[src/rtl/fir_eval_pkg.sv]
// Shared types and constants for the FIR evaluation blocks.
// Contents: evaluation FSM state enum, sample width, "no mismatch" index marker.
// No logic; imported by abs_diff16 and fir_error_accum.
package fir_eval_pkg;

    localparam int         SAMPLE_W    = 16;
    localparam logic [7:0] NO_MISMATCH = 8'hFF;

    typedef enum logic [2:0] {
        ST_IDLE   = 3'd0,
        ST_WARMUP = 3'd1,
        ST_ACCUM  = 3'd2,
        ST_DRAIN  = 3'd3,
        ST_DONE   = 3'd4
    } eval_state_t;

endpackage

[src/rtl/abs_diff16.sv]
// Signed 16-bit difference to unsigned 16-bit magnitude, purely combinational.
// Ports: i_a, i_b signed samples in; o_abs = |i_a - i_b| out (0..65535).
// Zero latency, no flow control.
module abs_diff16
    import fir_eval_pkg::*;
(
    input  logic [SAMPLE_W-1:0] i_a,
    input  logic [SAMPLE_W-1:0] i_b,
    output logic [SAMPLE_W-1:0] o_abs
);

    logic signed [SAMPLE_W:0] w_diff;
    logic signed [SAMPLE_W:0] w_neg;

    // One extra bit keeps the full -65535..65535 range; the magnitude then
    // always fits back into SAMPLE_W unsigned bits.
    assign w_diff = $signed({i_a[SAMPLE_W-1], i_a}) - $signed({i_b[SAMPLE_W-1], i_b});
    assign w_neg  = -w_diff;
    assign o_abs  = w_diff[SAMPLE_W] ? w_neg[SAMPLE_W-1:0] : w_diff[SAMPLE_W-1:0];

endmodule

[src/rtl/fir_error_accum.sv]
// Error-metric accumulator comparing approximate vs exact FIR output over a window.
// Ports: clk/reset, i_start, i_in_valid + sample pair in; o_busy, o_done, o_sae,
//        o_mae, o_max_err, o_mismatch_cnt, o_first_mm_idx out (held until next start).
// Latency: results reflect a sample two edges after acceptance; no backpressure.
module fir_error_accum
    import fir_eval_pkg::*;
#(
    parameter int WINDOW = 32,
    parameter int WARMUP = 3,
    parameter int ACC_W  = 24
) (
    input  logic                clk,
    input  logic                reset,
    input  logic                i_start,
    input  logic                i_in_valid,
    input  logic [SAMPLE_W-1:0] i_approx_sample,
    input  logic [SAMPLE_W-1:0] i_exact_sample,
    output logic                o_busy,
    output logic                o_done,
    output logic [ACC_W-1:0]    o_sae,
    output logic [ACC_W-1:0]    o_mae,
    output logic [SAMPLE_W-1:0] o_max_err,
    output logic [8:0]          o_mismatch_cnt,
    output logic [7:0]          o_first_mm_idx
);

    localparam int          LOG2W     = $clog2(WINDOW);
    localparam logic [7:0]  IDX_LAST  = 8'(WINDOW - 1);
    // Only used when WARMUP > 0; the WARMUP state is never entered otherwise.
    localparam logic [3:0]  WARM_LAST = 4'(WARMUP - 1);
    localparam eval_state_t START_ST  = (WARMUP == 0) ? ST_ACCUM : ST_WARMUP;

    eval_state_t         r_state;
    logic [3:0]          r_warm_cnt;
    logic [7:0]          r_idx;

    logic                r_s1_vld;
    logic [SAMPLE_W-1:0] r_s1_abs;
    logic [7:0]          r_s1_idx;

    logic [ACC_W-1:0]    r_sae;
    logic [SAMPLE_W-1:0] r_max;
    logic [8:0]          r_cnt;
    logic [7:0]          r_first;

    logic [SAMPLE_W-1:0] w_abs;
    logic                w_start_ok;
    logic                w_accept;
    logic [ACC_W:0]      w_sae_sum;

    abs_diff16 u_abs (
        .i_a   (i_approx_sample),
        .i_b   (i_exact_sample),
        .o_abs (w_abs)
    );

    assign w_start_ok = i_start && ((r_state == ST_IDLE) || (r_state == ST_DONE));
    assign w_accept   = (r_state == ST_ACCUM) && i_in_valid;
    // Extra carry bit detects overflow so the accumulator can clamp instead of wrapping.
    assign w_sae_sum  = {1'b0, r_sae} + {{(ACC_W + 1 - SAMPLE_W){1'b0}}, r_s1_abs};

    // Control FSM and sample counters.
    always_ff @(posedge clk or posedge reset) begin
        if (reset) begin
            r_state    <= ST_IDLE;
            r_warm_cnt <= '0;
            r_idx      <= '0;
        end else begin
            case (r_state)
                ST_IDLE, ST_DONE: begin
                    if (w_start_ok) begin
                        r_state    <= START_ST;
                        r_warm_cnt <= '0;
                        r_idx      <= '0;
                    end else begin
                        r_state <= ST_IDLE;
                    end
                end
                ST_WARMUP: begin
                    if (i_in_valid) begin
                        if (r_warm_cnt == WARM_LAST) r_state <= ST_ACCUM;
                        else                         r_warm_cnt <= r_warm_cnt + 4'd1;
                    end
                end
                ST_ACCUM: begin
                    if (i_in_valid) begin
                        if (r_idx == IDX_LAST) r_state <= ST_DRAIN;
                        else                   r_idx   <= r_idx + 8'd1;
                    end
                end
                ST_DRAIN: r_state <= ST_DONE;
                default:  r_state <= ST_IDLE;
            endcase
        end
    end

    // Stage 1: register magnitude and window index of the accepted sample.
    always_ff @(posedge clk or posedge reset) begin
        if (reset) begin
            r_s1_vld <= 1'b0;
            r_s1_abs <= '0;
            r_s1_idx <= '0;
        end else begin
            r_s1_vld <= w_accept;
            if (w_accept) begin
                r_s1_abs <= w_abs;
                r_s1_idx <= r_idx;
            end
        end
    end

    // Stage 2: accumulators. A zero mismatch count means no mismatch has been
    // latched yet, which avoids confusing a real index 255 with the marker.
    always_ff @(posedge clk or posedge reset) begin
        if (reset) begin
            r_sae   <= '0;
            r_max   <= '0;
            r_cnt   <= '0;
            r_first <= NO_MISMATCH;
        end else if (w_start_ok) begin
            r_sae   <= '0;
            r_max   <= '0;
            r_cnt   <= '0;
            r_first <= NO_MISMATCH;
        end else if (r_s1_vld) begin
            r_sae <= w_sae_sum[ACC_W] ? {ACC_W{1'b1}} : w_sae_sum[ACC_W-1:0];
            if (r_s1_abs > r_max) r_max <= r_s1_abs;
            if (r_s1_abs != '0) begin
                r_cnt <= r_cnt + 9'd1;
                if (r_cnt == '0) r_first <= r_s1_idx;
            end
        end
    end

    assign o_busy         = (r_state == ST_WARMUP) || (r_state == ST_ACCUM) || (r_state == ST_DRAIN);
    assign o_done         = (r_state == ST_DONE);
    assign o_sae          = r_sae;
    assign o_mae          = r_sae >> LOG2W;
    assign o_max_err      = r_max;
    assign o_mismatch_cnt = r_cnt;
    assign o_first_mm_idx = r_first;

endmodule

[config.mk]
export PLATFORM = sky130hd
export DESIGN_NAME = fir_error_accum
export DESIGN_NICKNAME = d
export VERILOG_FILES = /design/src/rtl/fir_eval_pkg.sv /design/src/rtl/abs_diff16.sv /design/src/rtl/fir_error_accum.sv
export SDC_FILE = /design/constraint.sdc
export NUM_CORES = 1
export LEC_CHECK = 0
export CAP_MARGIN = 20
export CORE_ASPECT_RATIO = 2
export CORE_MARGIN = 4
export CORE_UTILIZATION = 50
export DETAILED_ROUTE_END_ITERATION = 8
export PLACE_DENSITY = 0.85
export SLEW_MARGIN = 0
export SYNTH_ARGS = -nofsm -noshare
export SYNTH_HDL_FRONTEND = slang
export SYNTH_HIERARCHICAL = 1
export SYNTH_SLANG_ARGS = --single-unit
[constraint.sdc]
create_clock -name clk -period 2.63 [get_ports clk]
set_clock_uncertainty 0.1 [all_clocks]
set_input_delay 0.263 -clock clk [delete_from_list [all_inputs] [get_ports clk]]
set_output_delay 0.263 -clock clk [all_outputs]
set_load 0.01 [all_outputs]
==> metrics.md <==
| Metric | Value |
|---|---|
| Status | `complete, but fails checks` |
| Failing checks | `negative setup slack` |
| Critical-path maximum fanout | `3` |
| Fin nets | `between 1000 and 1500` |
| Die Wd | `between 90 and 100 um` |
| CTS tree | `done` |
| CP Launch Point | `i_approx_sample[0]` |
| First-pass GRT wire length | `between 30 and 40 mm` |
| CP peak stage delay | `0.54 ns` |
| Final Hold Viols | `0` |
| Final worst slack | `-0.527 ns` |
| Setup Viol. Count Final | `19` |
| Max Slew Vio Count | `0` |
| Initial antenna violation count | `0` |
| Register area | `2440 um2` |
| Die H | `~180 um` |
| Power Total | `roughly 8.8 mW` |
| Vias in the first global route | `about 7000` |
| #FFs+latches synth | `between 90 and 100` |
| Register area share after synthesis | `33.3%` |
| Leak pwr | `about 4.4 nW` |
| Flop-to-flop setup slack | `-0.05 ns` |
| Combinational share of power | `a little under three fifths` |
| Clk pwr share | `approximately 15%` |
| CTS Buffer Depth | `2` |
| Syn Area/Cell | `~9.2 um2` |
| Critical path endpoint | `r_s1_abs[15]$_DFFE_PP0P_` |
| Crit. path cell count | `14` |
| FFs w/ async S/R, synth | `100%` |
| Final period demand of the worst path | `3.16 ns` |
| N_diodes | `0` |
| RR Startpoint | `o_max_err[11]$_DFFE_PP0P_` |
| CTS clk-pin slew, worst paths | `approximately 0.080 ns` |
| DRT iter0 DRCs | `around 550` |
| DR pass1 iterations | `5` |
| Gr usage total | `25.7%` |
| Multi-input gate area | `about 5000 um2` |
| Total CTS buffers | `9` |
| Worst IR drop on VDD | `a little under 0.8 mV` |
| Unique masters post-synth | `86` |
| Hold Slack | `approximately 0.1 ns` |
| Fillcell total | `between 900 and 1000` |
| Clk sinks | `97` |
| Met3 GRT Util | `5.08%` |
| Cell count after placement | `~1200` |
| Number of synthesized flops with an enable pin | `0` |
| DRC | `0` |
| Critical path endpoint category | `flop` |
| Critical Path Start Type | `input pin` |
| H-tree depth reported by CTS | `3` |
| Commonest register cell after synthesis | `dfrtp_1` |
| Std cell rows | `62` |
| Synthesized instance count | `799` |
| Crit-path cells | `buf_8 > inv_12 > ha_4 > inv_2 > fa_2 > buf_4 > xnor2_1 > nand3_1 > a2111oi_4 > o2111ai_2 > or4_1 > o211ai_1 > xnor2_1 > mux2_4` |
| Layout cell share with drive strength beyond 1 | `about a quarter` |
| Sequential share of power | `about 27%` |
| Pin count of the biggest net entering global routing | `65` |
| Psw | `~3.9 mW` |
| Buffers & Inverters on Critical Path | `4` |
| Drt via density | `6.06` |
| Overflow after GRT | `0` |
| Min-Delay Path Class | `input pin to asynchronous set/reset pin` |
| Layout Cells excl Fill | `~1200` |
| Routed wire per std cell | `between 15 and 20 um` |
| Syn. warnings | `6` |
| Placement Setup Slack | `-1.15 ns` |
| Power Internal | `4.91 mW` |
| Skew-Pair Late Insertion Delay | `~0.36 ns` |
| R2R Path End | `o_max_err[10]$_DFFE_PP0P_` |
| Gpl congestion | `0.886` |
| RSZ-0062 raised after global routing | `yes` |
| Port Buf Inserts | `approximately 110` |
| Fin crit share | `120%` |
| Critical path's slowest cell | `or4_1` |
| # hold bufs at CTS | `0` |
| Most Used Layer, Global Route | `met2` |
| Via count | `just over 7000` |
| CP Data Arrival Time | `~3.3 ns` |
| MaxCap Viol Count | `0` |
| M1 GR Usage | `between 20% and 30%` |
| ANT nets after route | `0` |
| Critical Path Most Common Cell | `xnor2_1` |
| Required @ worst endpoint | `approximately 2.8 ns` |
| R2R depth | `8` |
| Sw frac | `about 44%` |
| Initial Util | `between 50% and 60%` |
| Met2 GRT Util | `approximately 47%` |
| Critical path type | `input pin to flop` |
| Root buffer cell | `clkbuf_16` |
| CORE AREA | `between 10000 and 15000 um2` |
| Max frequency | `about 320 MHz` |
| I/O pin count | `119` |
| Setup TNS | `-4.30 ns` |
| Layout Area Growth over Synthesis | `37.7%` |
| Syn Std Cell Area | `about 7300 um2` |
| Total die area | `roughly 17000 um2` |
| DP HPWL | `15.5 mm` |
| Post-Route WL | `22.8 mm` |
| Pwr per Cell Area | `871 nW/um2` |
| Kind of cell adding the most delay to the critical path | `compound AO/OA/AOI/OAI gates` |
-- worst min-delay path by stage --
| stage | to | depth (start not counted) |
|---|---|---|
| after floorplan | r_state[1]$_DFFE_PP0P_ | 2 |
| after global placement | o_first_mm_idx[4]$_DFFE_PP1P_ | 2 |
| after detailed placement | o_first_mm_idx[7]$_DFFE_PP1P_ | 2 |
| after CTS | r_warm_cnt[2]$_DFFE_PP0P_ | 2 |
| after global routing | r_idx[6]$_DFFE_PP0P_ | 2 |
| final | r_warm_cnt[2]$_DFFE_PP0P_ | 2 |
-- registers in the layout, summed over array words and instances, names as in the netlist --
register	flops
o_max_err	16
o_sae	24
o_first_mm_idx	8
r_warm_cnt	4
r_idx	8
r_s1_idx	8
o_mismatch_cnt	9
r_s1_abs	16
r_s1_vld	1
r_state	3
-- per-layer routing --
metal / wire length, um / part of all wire, %
met1: 7290 / 32
met2: 12100 / 53
met3: 1420 / 6.2
met4: 2010 / 8.8
met5: 0 / 0
-- kinds of logic after synthesis --
family	after synthesis	share of synthesized area, %
compound gates	222	20.5
xor+xnor	55	6.79
fa+ha+maj	56	9.78
buf+inv	102	7.23
flops	97	33.3
mux	35	5.21
other cells	1	0.0512
simple gates	231	17.1
-- through the flow --
stage                     utilization [%]  cell area [um2]
after floorplan                         -             7480
after global placement               64.4             9250
after detailed placement             64.4             9250
after CTS                            68.3             9800
after global routing                 70.2            10100
final                                70.2            10100
-- layout by cell type, fill, tap and decap left out, types with 8 or more instances in the layout --
master           Yosys  routed
clkdlybuf4s50_1      0     101
buf_4               24      98
dfrtp_1             89      88
a21oi_1             65      59
nand2_1             51      50
nor2_1              57      46
o21ai_0             46      45
inv_1               50      44
ha_1                54      44
nand3_1             32      30
xor2_1              24      24
xnor2_1             29      20
a21o_1              18      18
nand4_1             16      16
mux2_2              25      14
a31oi_1             15      13
and2_1              12      12
mux2_4               0      11
o21ai_1             11      10
nor2_4               1      10
mux2i_1             10      10
xnor2_2              1      10
clkbuf_16            0       9
dlygate4sd2_1        0       9
o211ai_1             8       8
dfstp_2              8       8
-- cell usage after synthesis, types with 12 or more instances --
| master | number | share of area, % |
|---|---|---|
| nand3_1 | 32 | 2.2 |
| nor2_1 | 57 | 2.9 |
| mux2_2 | 25 | 3.8 |
| a21oi_1 | 65 | 4.4 |
| xor2_1 | 24 | 2.9 |
| a31oi_1 | 15 | 1.3 |
| clkbuf_1 | 12 | 0.62 |
| and2_1 | 12 | 1.0 |
| ha_1 | 54 | 9.2 |
| nand4_1 | 16 | 1.4 |
| inv_1 | 50 | 2.6 |
| a21o_1 | 18 | 1.8 |
| o21ai_0 | 46 | 3.1 |
| nand2_1 | 51 | 2.6 |
| buf_4 | 24 | 2.5 |
| xnor2_1 | 29 | 3.5 |
| dfrtp_1 | 89 | 30 |
-- what timing repair did --
item                                   4_1_cts  5_1_grt
pin swaps                                   17       21
resized for setup                           64       42
endpoints found under the hold margin        0        0
setup buffers                                4       10
setup endpoints to repair                   31       48
gates cloned                                 1        0
-- area by class of cell --
type	instances	share of cell area (%)
multi-input combinational	604	48.5
sequential	97	24.2
timing repair buffer	220	19.9
tap	192	2.38
clock buffer	10	2.37
inverter	50	2.02
clock inverter	6	0.608
-- power by group through the flow --
| stage | Combinational, mW | Clock [mW] | Sequential (mW) |
|---|---|---|---|
| global placement | 4.18 | 0 | 2.35 |
| CTS | 4.53 | 1.33 | 2.34 |
| detailed placement | 4.33 | 0 | 2.37 |
| floorplan | 2.84 | 0 | 2.35 |
| finish | 5.05 | 1.33 | 2.39 |
| global route | 5.40 | 1.41 | 2.43 |
Note: power is estimated with default switching activity, not from simulation.
